## src/rtl/scale_up_if.sv

```systemverilog
// Pixel port bundle between the up-scaler and its surroundings.
// The scaler drives the master modport: it raises ask to pull source pixels
// and presents up-scaled pixels on out qualified by display.
interface scale_up_if #(
   parameter int DATA_W = 8
);
   logic [DATA_W-1:0] in;
   logic              ask;
   logic [DATA_W-1:0] out;
   logic              display;

   modport master (
      input  in,
      output ask,
      output out,
      output display
   );

   modport slave (
      output in,
      input  ask,
      input  out,
      input  display
   );
endinterface

```

## src/rtl/scale_up.sv

```systemverilog
// 2x nearest-neighbour image up-scaler.
// Loads a SRC_DIM x SRC_DIM frame into a local buffer, then streams a
// 2*SRC_DIM x 2*SRC_DIM frame in which each source pixel becomes a 2x2 block.
// Load and display alternate forever after the single IDLE cycle following reset.
//
// state | meaning
// ------+-----------------------------------------------------------
// IDLE  | one cycle after reset release, nothing requested or shown
// LOAD  | ask=1, one source pixel written to the buffer per edge
// FETCH | one cycle bubble, first output pixel read from the buffer
// SHOW  | display=1, one up-scaled pixel per cycle in raster order
module scale_up #(
   parameter int DATA_W  = 8,
   parameter int SRC_DIM = 8
) (
   input  logic      clk,
   input  logic      reset,
   scale_up_if.master pix
);
   localparam int L    = $clog2(SRC_DIM);
   localparam int LD_W = 2 * L;
   localparam int SH_W = 2 * L + 2;
   localparam logic [LD_W-1:0] LD_LAST = LD_W'(SRC_DIM * SRC_DIM - 1);
   localparam logic [SH_W-1:0] SH_LAST = SH_W'(4 * SRC_DIM * SRC_DIM - 1);

   typedef enum logic [1:0] {IDLE, LOAD, FETCH, SHOW} state_t;

   state_t            state;
   logic [LD_W-1:0]   ld_cnt;
   logic [SH_W-1:0]   sh_cnt;
   logic [SH_W-1:0]   sh_nxt;
   logic [LD_W-1:0]   rd_addr;
   logic              ask_r;
   logic              disp_r;
   logic [DATA_W-1:0] out_r;
   logic              unused_sh_bits;

   logic [DATA_W-1:0] pix_mem [SRC_DIM*SRC_DIM];

   // The output register always holds the pixel for the current sh_cnt, so the
   // buffer is read one index ahead. Source row is the output row with its low
   // bit dropped, source column likewise: a pure bit-slice of the counter.
   assign sh_nxt         = sh_cnt + SH_W'(1);
   assign rd_addr        = {sh_nxt[SH_W-1 -: L], sh_nxt[L:1]};
   assign unused_sh_bits = ^{sh_nxt[L+1], sh_nxt[0]};

   assign pix.ask     = ask_r;
   assign pix.display = disp_r;
   assign pix.out     = out_r;

   // Frame buffer write; no reset because every entry is rewritten before it is read.
   always_ff @(posedge clk) begin
      if (state == LOAD) begin
         pix_mem[ld_cnt] <= pix.in;
      end
   end

   // Sequencer with registered ask/display/out; reset aborts any frame in progress.
   always_ff @(posedge clk or posedge reset) begin
      if (reset) begin
         state  <= IDLE;
         ld_cnt <= '0;
         sh_cnt <= '0;
         ask_r  <= 1'b0;
         disp_r <= 1'b0;
         out_r  <= '0;
      end else begin
         case (state)
            IDLE: begin
               state <= LOAD;
               ask_r <= 1'b1;
            end
            LOAD: begin
               if (ld_cnt == LD_LAST) begin
                  ld_cnt <= '0;
                  ask_r  <= 1'b0;
                  state  <= FETCH;
               end else begin
                  ld_cnt <= ld_cnt + LD_W'(1);
               end
            end
            FETCH: begin
               out_r  <= pix_mem['0];
               disp_r <= 1'b1;
               sh_cnt <= '0;
               state  <= SHOW;
            end
            SHOW: begin
               if (sh_cnt == SH_LAST) begin
                  sh_cnt <= '0;
                  disp_r <= 1'b0;
                  out_r  <= '0;
                  ask_r  <= 1'b1;
                  state  <= LOAD;
               end else begin
                  sh_cnt <= sh_nxt;
                  out_r  <= pix_mem[rd_addr];
               end
            end
            default: begin
               state  <= IDLE;
               ask_r  <= 1'b0;
               disp_r <= 1'b0;
               out_r  <= '0;
            end
         endcase
      end
   end
endmodule

```

## src/flat_wrapper.sv

```systemverilog
// flat-port wrapper written by rule: the top's interface ports become plain ports
module scale_up_flat 
#(
   parameter int DATA_W  = 8,
   parameter int SRC_DIM = 8
)
  (clk, reset, pix_in, pix_ask, pix_out, pix_display);
  scale_up_if #(.DATA_W(DATA_W)) pix_i ();
  input  logic clk;
  input  logic reset;
  input wire logic [$bits(pix_i.in)-1:0] pix_in;
  output wire logic [$bits(pix_i.ask)-1:0] pix_ask;
  output wire logic [$bits(pix_i.out)-1:0] pix_out;
  output wire logic [$bits(pix_i.display)-1:0] pix_display;
  assign pix_i.in = pix_in;
  assign pix_ask = pix_i.ask;
  assign pix_out = pix_i.out;
  assign pix_display = pix_i.display;
  scale_up #(.DATA_W(DATA_W), .SRC_DIM(SRC_DIM)) u_core (.clk(clk), .reset(reset), .pix(pix_i));
endmodule
```

## config.mk

```make
export PLATFORM = sky130hd
export DESIGN_NAME = scale_up_flat
export DESIGN_NICKNAME = d
export VERILOG_FILES = /design/src/rtl/scale_up_if.sv /design/src/rtl/scale_up.sv /design/src/flat_wrapper.sv
export SDC_FILE = /design/constraint.sdc
export NUM_CORES = 1
export LEC_CHECK = 0
export ABC_CLOCK_PERIOD_IN_PS = 3900
export CORE_ASPECT_RATIO = 1.25
export CORE_MARGIN = 2
export CORE_UTILIZATION = 50
export CTS_CLUSTER_SIZE = 30
export DETAILED_ROUTE_END_ITERATION = 10
export GPL_TIMING_DRIVEN = 0
export HOLD_SLACK_MARGIN = 0.1
export PLACE_DENSITY = 0.66
export SETUP_SLACK_MARGIN = 0.5
export SLEW_MARGIN = 0
export SYNTH_ARGS = -nofsm -noshare
export SYNTH_HDL_FRONTEND = slang
export SYNTH_SLANG_ARGS = --single-unit
```

## constraint.sdc

```tcl
create_clock -name clk -period 3.9 [get_ports clk]
set_input_delay 0.585 -clock clk [delete_from_list [all_inputs] [get_ports clk]]
set_output_delay 0.585 -clock clk [all_outputs]
set_load 0.005 [all_outputs]
```

==> results of run 1 <==
==> power groups by stage <==
stage / Sequential, mW / Combinational [mW] / Clock (mW)
finish: 6.32 / 0.116 / 4.64
global route: 6.32 / 0.126 / 4.90
CTS: 6.32 / 0.118 / 4.71
detailed placement: 6.45 / 0.118 / 0
global placement: 6.46 / 0.0951 / 0
floorplan: 6.45 / 0.00401 / 0
==> per-stage QoR <==
step	instances	cell area [µm²]
2_1_floorplan	1085	21500
3_3_place_gp	1663	22400
3_5_place_dp	1671	22500
4_1_cts	1758	24000
5_1_grt	1758	24100
6_report	1758	24100
==> sequential cells by signal (all words and copies together) (netlist names) <==
signal and cells:
u_core.pix.ask 1, u_core.pix_mem 512, u_core.state 2, u_core.sh_cnt 8, u_core.pix.out 8, u_core.pix.display 1
u_core.ld_cnt 6
==> cell usage in the layout, fill, tap and decap left out, types with 6 or more instances in the layout <==
master and instances:
a21oi_1 8, and3_1 8, buf_12 8, buf_2 20, buf_4 15, clkbuf_1 27, clkbuf_16 49, clkdlybuf4s50_1 11
clkinv_1 14, dfrtp_1 26, edfxtp_1 512, ha_1 6, inv_1 7, mux2i_1 40, mux4_2 137, nand2_1 84
nand3_1 29, nand4_1 8, nor2_1 75, o21ai_0 17, o21ai_1 6
==> per-layer routing <==
layer | vias up | wire length [µm] | GRT usage
met5 | - | 0 | 0
met4 | 0 | 2240 | 0.0982
li1 | 4562 | - | -
met1 | 5768 | 20700 | 0.327
met3 | 110 | 3630 | 0.0392
met2 | 474 | 25900 | 0.388
==> kinds of logic (layout without fill, tap and decap cells) <==
| family | count (synthesis) | after routing | share of synthesized area |
|---|---|---|---|
| XOR/XNOR | 10 | 10 | 0.00478 |
| AND/OR/NAND/NOR | 229 | 229 | 0.0474 |
| multiplexers | 179 | 179 | 0.163 |
| AO/OA/AOI/OAI | 60 | 60 | 0.0187 |
| buffers and inverters | 63 | 177 | 0.0158 |
| flip-flops | 538 | 538 | 0.746 |
| adder cells (fa/ha/maj) | 6 | 6 | 0.00350 |
==> final timing paths <==
check / to / cells after the start / slack, ns
max in group asynchronous: u_core.pix.display / 2 / 2.65
min in group asynchronous: u_core.sh_cnt[1] / 2 / 0.60
min: u_core.pix_mem[25][4] / 1 / 0.39
max: u_core.pix.out[4] / 9 / 0.58
min reg2reg: u_core.pix.ask / 2 / 0.50
max reg2reg: u_core.pix.out[4] / 9 / 0.58
==> layout make-up <==
class	instances	share of cell area
plain buffers	55	0.0142
clock buffers	62	0.0529
clock inverters	25	0.00997
inverters	8	0.00125
multi-input cells	484	0.215
flip-flops and latches	538	0.665
well taps	559	0.0290
repair buffers	27	0.0129
==> timing repair <==
action | in CTS | in global routing
setup endpoints to repair | 7 | 6
endpoints found under the hold margin | 0 | 0
resized for setup | 10 | 11
==> worst register-to-register path: cells and delay by family, from the launching register on <==
family | cells | cell delay (ns)
mux | 2 | 0.53
xor+xnor | 1 | 0.84
simple gates | 4 | 0.74
flops | 1 | 0.50
buf+inv | 1 | 0.47
compound gates | 1 | 0.15
==> results.md, run 1 <==
- Outcome: complete, no violations
- Sum Neg Setup Slack: 0 ns
- Async set or reset register ratio after synthesis: 0.0483
- Critical path's top delay family: XOR/XNOR gates
- CTS Hold Bufs: 0
- Worst Setup End Kind: register
- Area of the multi-input gates: between 0.005 and 0.006 mm²
- CTS clk-pin slew, worst paths: 0.07 ns
- Number of buffers created by CTS: 48
- Largest net degree at the start of global routing: between 50 and 60
- Final worst slack: 0.577 ns
- DR WL/cell: 29.8 µm
- Initial Utilization: 0.508
- Worst min path class: primary input to register
- Slowest stage cell on the critical path: xor2_2
- DR DRC count: 0
- Ant diodes: 0
- Library cells used by synthesis: 48
- Synth cell count leaders: edfxtp_1, mux4_2, nand2_1
- Placer congestion estimate: 0.896
- Critical path class: register to register
- Postcts setup bufs: 0
- All-layer global routing usage: 0.240
- Cell Area, Synth: 0.0215 mm²
- Synthesized area per cell: ~20 µm²
- Max incr delay on CP: between 0.8 and 0.9 ns
- Initial antenna violation count: 0
- Skew-Pair Late Insertion Delay: between 0.5 and 0.6 ns
- Fmax: 301 MHz
- Reg2reg start: u_core.sh_cnt[3]
- H-tree Lvls: 2
- Final Skew: 0.0214 ns
- Die area: 0.0446 mm²
- MaxCap Viol Count: 0
- Clk pwr share: 0.419
- Drt total wl: 52.4 mm
- First drt pass iteration count: 6
- Ports: 20
- Crit path DAT: around 3.8 ns
- Sw power: 2.10 mW
- CTS tree: yes
- Sw frac: 0.190
- Cell taking the most area after synthesis: edfxtp_1
- Vias: 10914
- Pwr/cell area: between 400 and 500 mW/mm²
- Die Wd: 189 µm
- Port Buffer Count: 19
- Worst rel slew slack: 0.166
- Worst-Margin Slew: 1.25 ns
- DR vias/cell: between 6 and 7
- Syn Nets: 1101
- Floorplan row count: 84
- Hold_sp: pix_in[4]
- Final-report hold violation count: 0
- Maximum vdd ir drop: between 0.0002 and 0.0003 V
- # clock sinks: between 500 and 600
- Synth warn: 0
- Finished Core Util: 0.570
- Worst path cell trace: and4_4 > nand2_2 > xor2_2 > buf_2 > mux2i_1 > mux2i_1 > nor3_1 > nor4_2 > o22ai_1
- DP Worst Slack: 0.140 ns
- Critical Path Fanout Max: 10
- Top cells by area, synth: edfxtp_1, mux4_2, dfrtp_1
- First-pass GRT wire length: 75.6 mm
- Synth-to-Final Area Change: 12.2%
- Pleak: 7.54 nW
- CORE AREA: approximately 0.042 mm²
- Seq/Total Area, Yosys: 0.746
- Final Cycle Share: 0.852
- Start point of the critical path: u_core.sh_cnt[3]
- Data required time of the worst path: 4.39 ns
- Final Net Count: 1178
- Endpoints failing setup: 0
- Syn Inst Count: 1085
- Clk root buf: clkbuf_16
- WHS: 0.393 ns
- DP Wirelength: approximately 34 mm
- Register Area: 0.0160 mm²
- Sequential Power Share: 0.571
- Antenna Nets Post-Route: 0
- Vias in the first global route: approximately 11000
- Fin crit period: 3.32 ns
- CTS max path bufs: 3
- Internal: approximately 9.0 mW
- Ys flop type: edfxtp_1
- Fill cells: 3152
- Top cell type's share of synthesized area: 0.716
- Power, Total: 11.1 mW
- Die height: 236 µm
- CP Launch Type: register
- Synth Register Bits: 538
- WP buf/inv: 1
- RSZ-0062 raised after global routing: false
- Crit path top cell by count: mux2i_1
- 1st-iter DRT viols: about 1100
- Comb power frac: 0.010
- Max Slew Vio Count: 0
- Remaining Overflow, GRT: 0
- Fraction of layout cells with a size suffix above 1: 0.229
- Post-synth EDFFs: 512
- Count leader, synth: edfxtp_1
Power figures use the tool's default switching activity.
==> run 2, diff against run 1 <==
CTS_CLUSTER_SIZE = 12   (was 30)
==> run 2 against run 1 <==
Net effect: worst setup slack better by 0.035 ns; global-route usage is 0.064 points higher; die area stayed put; via count is 0.65% lower; sequential cell count stayed put; critical path depth is 2 lower; sequential share of layout area is 0.12 points higher; critical path type unchanged; largest power group unchanged.
==> results.md, run 2 (synthesized netlist as in run 1, its figures left out) <==
- First drt pass iteration count: 6 (unchanged)
- Maximum vdd ir drop: 0.000306 V (+12%)
- Sw power: 2.08 mW (-1.1%)
- Fill cells: 3165 (+0.41%)
- Clk root buf: clkbuf_16
- Drt total wl: 52.3 mm (-0.14%)
- Ant diodes: 0 (unchanged)
- Initial Utilization: 0.508 (unchanged)
- MaxCap Viol Count: 0 (unchanged)
- Pwr/cell area: 454 mW/mm² (-1.2%)
- H-tree Lvls: 2 (unchanged)
- Slowest stage cell on the critical path: clkbuf_1
- Hold Path Cell Cnt: 1 (unchanged)
- Antenna Nets Post-Route: 0 (unchanged)
- Worst-Margin Slew: 1.20 ns (-0.0432 ns)
- Sw frac: 0.190 (+0.000454)
- CTS max path bufs: 3 (unchanged)
- WP buf/inv: 1 (unchanged)
- Number of buffers created by CTS: 52 (+8.3%)
- Reg-to-reg slack, setup: 0.61 ns (+0.04 ns)
- Most common cell after layout, fill and taps aside: edfxtp_1
- Placer congestion estimate: 0.896 (unchanged)
- Sum Neg Setup Slack: 0 ns (unchanged)
- Die Wd: 189 µm (unchanged)
- Skew-Pair Late Insertion Delay: 0.58 ns (about the same)
- Clk pwr share: 0.410 (-0.009)
- # clock sinks: 538 (unchanged)
- Top reg by flops: u_core.pix_mem
- Worst rel slew slack: 0.195 (+0.0289)
- Synth-to-Final Area Change: 12.0%
- Fin crit period: 3.29 ns (-0.0351 ns)
- CTS tree: yes
- CP Launch Type: register
- DR WL/cell: 29.8 µm (about the same)
- Final Cycle Share: 0.843 (-0.00899)
- Crit path DAT: 3.72 ns (-0.09 ns)
- Largest register FFs: 512 (unchanged)
- Fraction of layout cells with a size suffix above 1: 0.227 (-0.00193)
- Postcts setup bufs: 0 (unchanged)
- Outcome: complete, no violations
- Initial antenna violation count: 0 (unchanged)
- Comb power frac: 0.011 (about the same)
- Vias: 10843 (-0.65%)
- First-pass GRT wire length: 75.9 mm (+0.37%)
- Power, Total: 10.9 mW (-1.4%)
- Worst path cell trace: nand3_1 > xnor2_4 > clkbuf_1 > mux4_2 > mux4_2 > nand2_1 > o2111ai_1
- Final Net Count: 1182 (+0.34%)
- Worst Setup End Kind: register
- Ports: 20 (unchanged)
- M1 GR Usage: 0.324 (-0.00329)
- Critical path's top delay family: multiplexers
- Critical Path Fanout Max: 10 (unchanged)
- Crit path top cell by count: mux4_2
- Met3 Resource Use GR: 0.0414 (+0.00224)
- Largest net degree at the start of global routing: 57 (unchanged)
- Worst min path class: primary input to register
- Port Buffer Count: 19 (unchanged)
- DR vias/cell: 6.18 (-0.48%)
- Critical path class: register to register
- Vias in the first global route: 11044 (+0.76%)
- Sequential Power Share: 0.579 (+0.008)
- Fmax: 304 MHz (+1.1%)
- Data required time of the worst path: 4.33 ns (-0.06 ns)
- Most frequent cells in the layout: edfxtp_1, mux4_2, nand2_1
- Internal: 8.85 mW (-1.4%)
- CTS Hold Bufs: 0 (unchanged)
- Worst Reg-to-Reg Cells: 7 (-2)
- GR Util met2: 0.391 (+0.00311)
- Die area: 0.0446 mm² (unchanged)
- Final-report hold violation count: 0 (unchanged)
- Max Slew Vio Count: 0 (unchanged)
- Reg2reg start: u_core.sh_cnt[2]
- GR peak layer: met2
- Worst Hold Endpoint: u_core.pix_mem[24][4]
- 1st-iter DRT viols: 1368 (+20%)
- DP Wirelength: 34.3 mm (unchanged)
- RSZ-0062 raised after global routing: false
- Final Skew: 0.0324 ns (+0.0110 ns)
- Hold_sp: pix_in[4]
- Floorplan row count: 84 (unchanged)
- Max incr delay on CP: 0.68 ns (-0.16 ns)
- Die height: 236 µm (unchanged)
- Pleak: 7.50 nW (-0.48%)
- All-layer global routing usage: 0.240 (+0.000641)
- Remaining Overflow, GRT: 0 (unchanged)
- Worst R2R End: u_core.pix.out[1]
- DR DRC count: 0 (unchanged)
- CTS clk-pin slew, worst paths: 0.06 ns (about the same)
- Non-filler instance count after layout: 1755 (-0.17%)
- CORE AREA: 0.0423 mm² (unchanged)
- Dpl cells: 1671 (unchanged)
- Endpoints failing setup: 0 (unchanged)
run 2: timing repair:
| item | CTS | global route |
|---|---|---|
| endpoints found under the setup margin | 7 | 4 |
| cloned | 0 | 0 |
| resized for setup | 10 | 12 |
run 2: worst max-delay path by stage:
stage                          start           endpoint  slack, ns  cells after the start
floorplan           u_core.sh_cnt[0]  u_core.pix.out[0]       1.23                      9
global placement    u_core.sh_cnt[0]  u_core.pix.out[0]       0.18                     11
detailed placement  u_core.sh_cnt[0]  u_core.pix.out[2]       0.14                     11
CTS                 u_core.sh_cnt[0]  u_core.pix.out[0]       0.52                     11
global route        u_core.sh_cnt[0]  u_core.pix.out[3]       0.50                      9
finish              u_core.sh_cnt[2]  u_core.pix.out[1]       0.61                      7
run 2: layer usage:
| metal | vias to the layer above | wire length (µm) |
|---|---|---|
| met1 | 5698 | 20300 |
| met5 | - | 0 |
| met2 | 477 | 25900 |
| met3 | 118 | 3940 |
| met4 | 0 | 2230 |
| li1 | 4550 | - |
run 2: per-stage QoR:
stage / instance area [µm²] / util / worst slack [ns] / hold WS (ns)
finish: 24100 / 0.569 / 0.612 / 0.376
global route: 24100 / 0.569 / 0.502 / 0.380
CTS: 24000 / 0.568 / 0.515 / 0.365
detailed placement: 22500 / 0.532 / 0.140 / 0.487
global placement: 22400 / 0.529 / 0.176 / 0.479
floorplan: 21500 / - / 1.23 / 0.485
run 2: cell type report:
| cell class | instances | area, µm² | area share |
|---|---|---|---|
| Buffer | 55 | 339 | 0.0141 |
| Clock buffer | 79 | 1430 | 0.0596 |
| Clock inverter | 5 | 25.0 | 0.00104 |
| Inverter | 8 | 30.0 | 0.00125 |
| Multi-Input combinational cell | 484 | 5190 | 0.216 |
| Sequential cell | 538 | 16000 | 0.666 |
| Tap cell | 559 | 699 | 0.0291 |
| Timing Repair Buffer | 27 | 310 | 0.0129 |
run 2: power by group through the flow:
stage | Sequential, mW | Combinational [mW] | Clock [mW]
after CTS | 6.33 | 0.117 | 4.55
final | 6.33 | 0.116 | 4.48
after detailed placement | 6.45 | 0.118 | 0
after global routing | 6.32 | 0.126 | 4.76
after floorplan | 6.45 | 0.00401 | 0
after global placement | 6.46 | 0.0951 | 0
